===== src/rtl/crop_pkg.sv =====
// Shared types for the crop controller: FSM states, window record and
// port-width helpers derived from the frame geometry.
package crop_pkg;

  typedef enum logic [1:0] {
    ST_IDLE,
    ST_ARMED,
    ST_ACTIVE,
    ST_DRAIN
  } crop_state_e;

  localparam int unsigned WIN_FW = 16;

  typedef struct packed {
    logic [WIN_FW-1:0] x1;
    logic [WIN_FW-1:0] y1;
    logic [WIN_FW-1:0] w;
    logic [WIN_FW-1:0] h;
  } crop_win_t;

  function automatic int unsigned col_w(input int unsigned cols);
    return $clog2(cols + 1);
  endfunction

  function automatic int unsigned row_w(input int unsigned rows);
    return $clog2(rows + 1);
  endfunction

endpackage


===== src/rtl/crop_pos_counter.sv =====
// Raster position tracker: x/y advance on every accepted beat and wrap at
// the frame edges; last_beat_o flags the final beat of a frame.
module crop_pos_counter
  import crop_pkg::*;
#(
  parameter int unsigned IN_ROWS = 40,
  parameter int unsigned IN_COLS = 40,
  parameter int unsigned CW      = col_w(IN_COLS),
  parameter int unsigned RW      = row_w(IN_ROWS)
) (
  input  logic          clk,
  input  logic          reset,
  input  logic          beat_i,
  output logic [CW-1:0] x_o,
  output logic [RW-1:0] y_o,
  output logic          last_beat_o
);

  logic [CW-1:0] x_q, x_d;
  logic [RW-1:0] y_q, y_d;
  logic          x_end, y_end;

  assign x_end = (x_q == CW'(IN_COLS - 1));
  assign y_end = (y_q == RW'(IN_ROWS - 1));

  always_comb begin
    x_d = x_q;
    y_d = y_q;
    if (beat_i) begin
      if (x_end) begin
        x_d = '0;
        y_d = y_end ? '0 : y_q + RW'(1);
      end else begin
        x_d = x_q + CW'(1);
      end
    end
  end

  always_ff @(posedge clk or posedge reset) begin
    if (reset) begin
      x_q <= '0;
      y_q <= '0;
    end else begin
      x_q <= x_d;
      y_q <= y_d;
    end
  end

  assign x_o         = x_q;
  assign y_o         = y_q;
  assign last_beat_o = beat_i && x_end && y_end;

endmodule


===== src/rtl/crop_ctrl.sv =====
// Crop window controller: validates and double-buffers window configs,
// arms on run and swaps the active window only at frame boundaries.
module crop_ctrl
  import crop_pkg::*;
#(
  parameter  int unsigned PIXEL_BIT_WIDTH = 12,
  parameter  int unsigned IN_ROWS         = 40,
  parameter  int unsigned IN_COLS         = 40,
  localparam int unsigned CW              = col_w(IN_COLS),
  localparam int unsigned RW              = row_w(IN_ROWS)
) (
  input  logic          clk,
  input  logic          reset,
  input  logic          in_valid,
  input  logic          out_ready,
  input  logic          cfg_valid,
  output logic          cfg_ready,
  input  logic [CW-1:0] cfg_x1,
  input  logic [CW-1:0] cfg_w,
  input  logic [RW-1:0] cfg_y1,
  input  logic [RW-1:0] cfg_h,
  input  logic          run,
  output logic [CW-1:0] win_x1,
  output logic [CW-1:0] win_w,
  output logic [RW-1:0] win_y1,
  output logic [RW-1:0] win_h,
  output logic          crop_en,
  output logic          in_window,
  output logic          frame_done,
  output logic          cfg_err,
  output logic          busy
);

  if (PIXEL_BIT_WIDTH < 1 || IN_COLS < 2 || IN_ROWS < 2 || CW > WIN_FW || RW > WIN_FW)
  begin : g_bad_params
    $error("crop_ctrl: unsupported parameter set");
  end

  crop_state_e state_q, state_d;
  crop_win_t   win_q, win_d, pend_q, pend_d, cfg_win;
  logic        pend_full_q, pend_full_d;
  logic        frame_done_q, frame_done_d;
  logic        cfg_err_q, cfg_err_d;
  logic        win_load;

  logic          beat, last_beat;
  logic [CW-1:0] pos_x;
  logic [RW-1:0] pos_y;
  logic          cfg_acc, cfg_ok;

  assign beat = in_valid && out_ready;

  crop_pos_counter #(
    .IN_ROWS(IN_ROWS),
    .IN_COLS(IN_COLS),
    .CW     (CW),
    .RW     (RW)
  ) u_pos (
    .clk        (clk),
    .reset      (reset),
    .beat_i     (beat),
    .x_o        (pos_x),
    .y_o        (pos_y),
    .last_beat_o(last_beat)
  );

  // Bounds sums carry one extra bit so x1+w cannot wrap past the frame edge.
  assign cfg_ok = (cfg_w != '0) && (cfg_h != '0)
               && (({1'b0, cfg_x1} + {1'b0, cfg_w}) <= (CW+1)'(IN_COLS))
               && (({1'b0, cfg_y1} + {1'b0, cfg_h}) <= (RW+1)'(IN_ROWS));
  assign cfg_acc = cfg_valid && cfg_ready;
  assign cfg_win = '{x1: WIN_FW'(cfg_x1), y1: WIN_FW'(cfg_y1),
                     w:  WIN_FW'(cfg_w),  h:  WIN_FW'(cfg_h)};

  always_comb begin
    state_d      = state_q;
    win_d        = win_q;
    pend_d       = pend_q;
    pend_full_d  = pend_full_q;
    win_load     = 1'b0;
    frame_done_d = (state_q == ST_ACTIVE) && last_beat;
    cfg_err_d    = cfg_acc && !cfg_ok;
    case (state_q)
      ST_IDLE:   if (pend_full_q && run) state_d = ST_ARMED;
      ST_ARMED: begin
        if (!run) begin
          state_d = ST_IDLE;
        end else if (last_beat) begin
          win_load = 1'b1;
          state_d  = ST_ACTIVE;
        end
      end
      ST_ACTIVE: begin
        if (last_beat) begin
          win_load = pend_full_q;
          if (!run) state_d = ST_DRAIN;
        end
      end
      ST_DRAIN:  state_d = ST_IDLE;
      default:   state_d = ST_IDLE;
    endcase
    // Accept is only possible with pending empty, so it never collides with a load.
    if (win_load) begin
      win_d       = pend_q;
      pend_full_d = 1'b0;
    end
    if (cfg_acc && cfg_ok) begin
      pend_d      = cfg_win;
      pend_full_d = 1'b1;
    end
  end

  always_ff @(posedge clk or posedge reset) begin
    if (reset) begin
      state_q      <= ST_IDLE;
      win_q        <= '{x1: '0, y1: '0, w: WIN_FW'(IN_COLS), h: WIN_FW'(IN_ROWS)};
      pend_q       <= '0;
      pend_full_q  <= 1'b0;
      frame_done_q <= 1'b0;
      cfg_err_q    <= 1'b0;
    end else begin
      state_q      <= state_d;
      win_q        <= win_d;
      pend_q       <= pend_d;
      pend_full_q  <= pend_full_d;
      frame_done_q <= frame_done_d;
      cfg_err_q    <= cfg_err_d;
    end
  end

  logic [WIN_FW-1:0] x_ext, y_ext;
  logic [WIN_FW:0]   x_lim, y_lim;

  assign x_ext = WIN_FW'(pos_x);
  assign y_ext = WIN_FW'(pos_y);
  assign x_lim = {1'b0, win_q.x1} + {1'b0, win_q.w};
  assign y_lim = {1'b0, win_q.y1} + {1'b0, win_q.h};

  assign crop_en    = (state_q == ST_ACTIVE);
  assign busy       = (state_q != ST_IDLE);
  assign cfg_ready  = !pend_full_q;
  assign frame_done = frame_done_q;
  assign cfg_err    = cfg_err_q;
  assign win_x1     = win_q.x1[CW-1:0];
  assign win_w      = win_q.w[CW-1:0];
  assign win_y1     = win_q.y1[RW-1:0];
  assign win_h      = win_q.h[RW-1:0];
  assign in_window  = crop_en
                   && (y_ext >= win_q.y1) && ({1'b0, y_ext} < y_lim)
                   && (x_ext >= win_q.x1) && ({1'b0, x_ext} < x_lim);

endmodule


===== config.mk =====
export PLATFORM = sky130hd
export DESIGN_NAME = crop_ctrl
export DESIGN_NICKNAME = d
export VERILOG_FILES = /design/src/rtl/crop_pkg.sv /design/src/rtl/crop_pos_counter.sv /design/src/rtl/crop_ctrl.sv
export SDC_FILE = /design/constraint.sdc
export NUM_CORES = 1
export LEC_CHECK = 0
export ABC_AREA = 1
export CAP_MARGIN = 20
export CORE_MARGIN = 10
export CORE_UTILIZATION = 50
export DETAILED_ROUTE_END_ITERATION = 7
export PLACE_DENSITY = 0.74
export RECOVER_POWER = 50
export SKIP_LAST_GASP = 1
export SLEW_MARGIN = 20
export SYNTH_ARGS = -nofsm -noshare
export SYNTH_HDL_FRONTEND = slang
export SYNTH_SLANG_ARGS = --single-unit
export TNS_END_PERCENT = 1

===== constraint.sdc =====
create_clock -name clk -period 3 [get_ports clk]
set_input_delay 0.6 -clock clk [delete_from_list [all_inputs] [get_ports clk]]
set_output_delay 0.6 -clock clk [all_outputs]
set_load 0.02 [all_outputs]

==> flow_summary.json, run 1 <==
{
  "status": "finished with violations",
  "violations": "negative setup slack",
  "cts_sinks": 65,
  "tns_ns": -0.251,
  "synth_area_leaders": "dfrtp_1 35%, ha_1 15%, nand2_1 14%, nand4_1 5.2%, inv_1 4.5%",
  "regToRegStartpoint": "u_pos.x_o[1]",
  "io_pins": 60,
  "cp-start-kind": "flop",
  "io_buffers": 59,
  "setup_slack_ns": -0.251,
  "clock_power_share": 0.375,
  "synth_top_area_frac": 0.351,
  "die_h_um": 113,
  "whs_path_depth": 2,
  "seqPwrFrac": 0.407,
  "grt_pass1_vias": 3892,
  "synth_edf_count": 0,
  "gr-usage-all-layers": 0.164,
  "finalClockSkew_ns": 0.00773,
  "slew-limit-headroom": 0.376,
  "ys_types": 35,
  "dieWidth_um": 113,
  "seq_area_frac_synth": 0.375,
  "combPwrFrac": 0.218,
  "end_kind": "output port",
  "power_density_nw_per_um2": 438,
  "nets": 706,
  "irDropWorstVdd_uv": 358,
  "dp_hpwl_um": 8370,
  "min_from": "pend_q[21]",
  "setup_violations": 1,
  "intPower_uw": 1700,
  "placed_area_um2": 5240,
  "layout_common_cells": "169 x nand2_1, 60 x dfrtp_1, 54 x inv_1, 54 x clkdlybuf4s50_1, 46 x ha_1",
  "insertion_delay_ns": 0.34,
  "holdPathEnd": "pend_q[21]",
  "r2r_slack_ns": 0.66,
  "grt_pass1_wl_um": 17800,
  "required_ns": 2.40,
  "ys_warn_count": 0,
  "pre_cts_ws_ns": -0.396,
  "syn_inst": 525,
  "whs_ns": 0.476,
  "start_util": 0.522,
  "grt-ovfl-total": 0,
  "worstSetupPathType": "flop to output port",
  "gp_congestion": 0.916,
  "cts_made_buffers": 9,
  "synth_top_cell_by_area": "dfrtp_1",
  "wire_per_inst_um": 14.9,
  "ys_async_sr_fraction": 1.00,
  "syn_to_final_growth_pct": 28.3,
  "synth-seq-cells": 65,
  "r2r-end": "win_y1[2]",
  "grt_max_degree": 36,
  "synthFlopType": "dfrtp_1",
  "htree_num_levels": 3,
  "wirelength_um": 10900,
  "drt_iter0_markers": 174,
  "syn_area_um2": 4350,
  "finalCriticalPeriod_ns": 3.25,
  "avgSynthCellArea_um2": 8.29,
  "drive_gt1_frac": 0.160,
  "dieArea_um2": 12800,
  "critPathMaxFanout": 2,
  "crit_arrival_ns": 2.65,
  "cts_root_buffer": "clkbuf_8",
  "switching_share": 0.305,
  "worst_pin_slew_ns": 0.935,
  "tritoncts": "done",
  "min_path_type": "flop to flop",
  "vias": 3872,
  "rows": 33,
  "clk_pin_slew_ns": 0.07,
  "drtPass1Iterations": 4,
  "final_area_um2": 5590,
  "ant_nets": 0,
  "diodes": 0,
  "drv_cap": 0,
  "cts.path.max_buffers": 2,
  "antenna_found_initial": 0,
  "reg2regPathDepth": 9,
  "routed_via_density": 5.30,
  "core_um2": 8340,
  "n_fill_cell": 669,
  "syn_nets": 611,
  "p_leak_uw": 0.00297,
  "rsz0062_at_grt": "true",
  "fin_total_pwr_uw": 2450,
  "period_share": 1.08,
  "netSwitchingPower_uw": 746,
  "slew_violations": 0,
  "drcViolationCount": 0,
  "timing.fmax_ghz": 0.308,
  "cts_hold_buf": 0,
  "layout_commonest_cell": "nand2_1",
  "report.final.hold_viol_count": 0
}
==> layout make-up <==
type                    instances  area, µm²  share of cell area
clock buffers                  10        128              0.0228
clock inverters                 6        115              0.0206
inverters                      57        220              0.0394
multi-input cells             391       2480               0.445
flip-flops and latches         65       1630               0.292
well taps                     105        131              0.0235
repair buffers                 96        876               0.157
==> kinds of logic after synthesis <==
| kind of cell | after synthesis | share of synthesized area |
|---|---|---|
| xor gates and xnor gates | 14 | 0.0282 |
| and+or+nand+nor | 271 | 0.285 |
| buffers and inverters | 69 | 0.0753 |
| AOI/OAI and AO/OA | 50 | 0.0687 |
| DFF | 65 | 0.375 |
| adders and majority gates | 56 | 0.168 |
==> through the flow <==
stage          utilization  cells
5_1_grt              0.670    730
2_1_floorplan            -    525
3_5_place_dp         0.629    710
6_report             0.670    730
3_3_place_gp         0.629    710
4_1_cts              0.663    727
==> synth_stat cells, types with 2 or more instances <==
cell type	instances
buf_6	6
nand3_2	3
inv_1	52
a21oi_1	21
xnor2_1	9
o21ai_2	5
nand2_4	2
nand3_1	25
o21ai_0	15
ha_1	52
nand2_1	168
o21ai_1	2
dfstp_2	4
nor2_1	21
dfrtp_1	61
xor2_1	5
fa_1	4
nor3_1	4
nand4_4	2
inv_2	3
o2111ai_1	2
o211ai_1	2
nand2_2	7
buf_2	4
nand4_1	36
==> registers in the layout, summed over array words and instances, names as in the netlist, named ones only <==
register and count:
state_q 1, cfg_err 1, pend_full_q 1, win_h 6
win_w 6, pend_q 24, win_y1 6, u_pos.x_o 6
frame_done 1, win_x1 6, u_pos.y_o 6
==> worst max-delay path, cell delays in order, from the launching register on <==
cell,delay [ns]
dfrtp_1,0.38
ha_2,0.20
fa_2,0.40
xnor2_2,0.15
ha_1,0.32
a21oi_2,0.13
nand2_1,0.09
nand3_2,0.08
nand2_1,0.05
nand2_1,0.05
nand2_1,0.04
nand2_1,0.05
nand4_1,0.09
nor2_2,0.13
buf_6,0.13
==> layer usage <==
| layer | GRT usage | share of wire | wire length, µm | vias to the layer above |
|---|---|---|---|---|
| met5 | 0 | 0 | 0 | - |
| met3 | 0.0365 | 0.059 | 637 | 14 |
| met2 | 0.280 | 0.48 | 5190 | 106 |
| met4 | 0.0525 | 0.012 | 135 | 0 |
| li1 | - | - | - | 1936 |
| met1 | 0.200 | 0.45 | 4920 | 1816 |
==> power by group through the flow <==
stage	Clock [µW]	Combinational (µW)	Sequential [µW]
2_1_floorplan	0	378	987
3_3_place_gp	0	506	1010
3_5_place_dp	0	537	1010
4_1_cts	926	539	994
5_1_grt	955	610	1000
6_report	918	533	995
==> worst max-delay path by stage <==
| stage | startpoint | cells past startpoint | slack [ns] | end |
|---|---|---|---|---|
| after detailed placement | win_y1[0] | 14 | -0.40 | in_window |
| final | win_h[0] | 14 | -0.25 | in_window |
| after global placement | win_y1[0] | 15 | -0.31 | in_window |
| after global routing | win_h[0] | 14 | -0.37 | in_window |
| after floorplan | win_y1[0] | 14 | 0.08 | in_window |
| after CTS | win_y1[0] | 14 | -0.20 | in_window |
==> what timing repair did <==
action / 4_1_cts / 5_1_grt
buffers inserted: 1 / 3
gates resized for setup: 15 / 13
endpoints found under the setup margin: 1 / 1
pin swaps: 6 / 10
No activity file was read; power rests on OpenSTA's default activity.
==> run 2, diff against run 1 <==
--- a/config.mk
+++ b/config.mk
@@ -8,12 +8,12 @@
 export ABC_AREA = 1
 export CAP_MARGIN = 20
 export CORE_MARGIN = 10
-export CORE_UTILIZATION = 50
+export CORE_UTILIZATION = 56
 export DETAILED_ROUTE_END_ITERATION = 7
-export PLACE_DENSITY = 0.74
+export PLACE_DENSITY = 0.81
 export RECOVER_POWER = 50
 export SKIP_LAST_GASP = 1
-export SLEW_MARGIN = 20
+export SLEW_MARGIN = 0
 export SYNTH_ARGS = -nofsm -noshare
 export SYNTH_HDL_FRONTEND = slang
 export SYNTH_SLANG_ARGS = --single-unit
==> flow_summary.json, run 2 (same netlist as run 1, synthesis figures left out) <==
{
  "cts_hold_buf": 0,
  "setup_slack_ns": -0.224,
  "io_pins": 60,
  "wirelength_um": 10500,
  "drt_iter0_markers": 165,
  "core_um2": 7650,
  "drive_gt1_frac": 0.135,
  "dieWidth_um": 108,
  "period_share": 1.07,
  "rsz0062_at_grt": "true",
  "setup_violations": 1,
  "slew_violations": 0,
  "power_density_nw_per_um2": 444,
  "grt-ovfl-total": 0,
  "insertion_delay_ns": 0.34,
  "netSwitchingPower_uw": 729,
  "slew-limit-headroom": 0.0569,
  "cts.path.max_buffers": 2,
  "r2r_slack_ns": 0.64,
  "die_h_um": 108,
  "syn_to_final_growth_pct": 25.7,
  "wire_per_inst_um": 14.5,
  "utilization": 0.716,
  "cts_sinks": 65,
  "seqPwrFrac": 0.411,
  "final_cell_count_no_fill": 723,
  "regMostFlops": "pend_q",
  "drcViolationCount": 0,
  "gp_congestion": 0.917,
  "finalCriticalPeriod_ns": 3.22,
  "grt_pass1_wl_um": 18000,
  "irDropWorstVdd_uv": 276,
  "tritoncts": "done",
  "antenna_found_initial": 0,
  "combPwrFrac": 0.218,
  "io_buffers": 59,
  "cts_root_buffer": "clkbuf_8",
  "ant_nets": 0,
  "gr-usage-all-layers": 0.186,
  "min_path_type": "flop to flop",
  "start_util": 0.569,
  "nets": 702,
  "layout_commonest_cell": "nand2_1",
  "clk_pin_slew_ns": 0.08,
  "switching_share": 0.300,
  "end_kind": "output port",
  "diodes": 0,
  "clock_power_share": 0.372,
  "intPower_uw": 1700,
  "dp_hpwl_um": 8190,
  "multiInputGateArea_um2": 2400,
  "cp-start-kind": "flop",
  "fin_total_pwr_uw": 2430,
  "vias": 3842,
  "htree_num_levels": 3,
  "routed_via_density": 5.31,
  "p_leak_uw": 0.00295,
  "dp.cells": 706,
  "ff_latch_area_um2": 1630,
  "cts_made_buffers": 9,
  "worst_pin_slew_ns": 1.41,
  "tns_ns": -0.224,
  "required_ns": 2.40,
  "status": "finished with violations",
  "crit_arrival_ns": 2.62,
  "critPathMaxFanout": 3,
  "violations": "negative setup slack",
  "grt_pass1_vias": 3945,
  "layout_common_cells": "169 x nand2_1, 61 x dfrtp_1, 54 x inv_1, 54 x clkdlybuf4s50_1, 50 x ha_1",
  "whs_ns": 0.474,
  "worstSetupPathType": "flop to output port",
  "reg2regPathDepth": 9,
  "whs_path_depth": 2,
  "drv_cap": 0,
  "grt_max_degree": 60,
  "largest_reg_flops": 24,
  "timing.fmax_ghz": 0.310,
  "n_fill_cell": 561,
  "report.final.hold_viol_count": 0,
  "finalClockSkew_ns": 0.00973,
  "dieArea_um2": 11700,
  "drtPass1Iterations": 5,
  "rows": 32
}
## run 2: final timing paths
| check | from | end |
|---|---|---|
| min in group asynchronous | reset | u_pos.x_o[3] |
| max in group asynchronous | reset | pend_q[33] |
| min reg2reg | pend_q[18] | win_w[2] |
| min | pend_q[18] | win_w[2] |
| max | win_x1[0] | in_window |
| max reg2reg | u_pos.x_o[1] | win_y1[3] |
## run 2: per-stage QoR
| stage | cell area [µm²] | worst slack [ns] |
|---|---|---|
| after global placement | 5230 | -0.314 |
| after floorplan | 4350 | 0.0845 |
| after detailed placement | 5230 | -0.375 |
| after CTS | 5500 | -0.196 |
| after global routing | 5470 | -0.379 |
| final | 5470 | -0.224 |
## run 2: critical path, cell delays in order (launching register included)
cell	delay [ns]
dfrtp_1	0.38
ha_2	0.21
fa_2	0.39
a31oi_2	0.19
xor2_1	0.18
ha_1	0.26
nand2_1	0.07
inv_1	0.03
o21ai_0	0.15
nand3_1	0.12
nor2_1	0.14
buf_4	0.16
## run 2: what timing repair did
item,4_1_cts,5_1_grt
setup buffers,1,0
pin swaps,4,1
setup endpoints to repair,1,1
resized for setup,10,4
## run 2: power groups by stage
stage          clock network (µW)  logic [µW]  registers (µW)
2_1_floorplan                   0         378             987
3_3_place_gp                    0         502            1010
3_5_place_dp                    0         536            1010
4_1_cts                       915         541             995
5_1_grt                       952         602            1010
6_report                      902         528             998
## run 2: layout make-up
cell class | count | area share
repair buffers | 92 | 0.155
well taps | 102 | 0.0233
clock inverters | 6 | 0.0213
flip-flops and latches | 65 | 0.298
multi-input cells | 391 | 0.439
clock buffers | 10 | 0.0233
inverters | 57 | 0.0402
## run 2: metal layers
metal | GRT usage | wire, µm | up-vias
met5 | 0 | 0 | -
met4 | 0.0620 | 151 | 0
met3 | 0.0434 | 533 | 15
met2 | 0.310 | 5110 | 91
met1 | 0.232 | 4660 | 1809
li1 | - | - | 1927
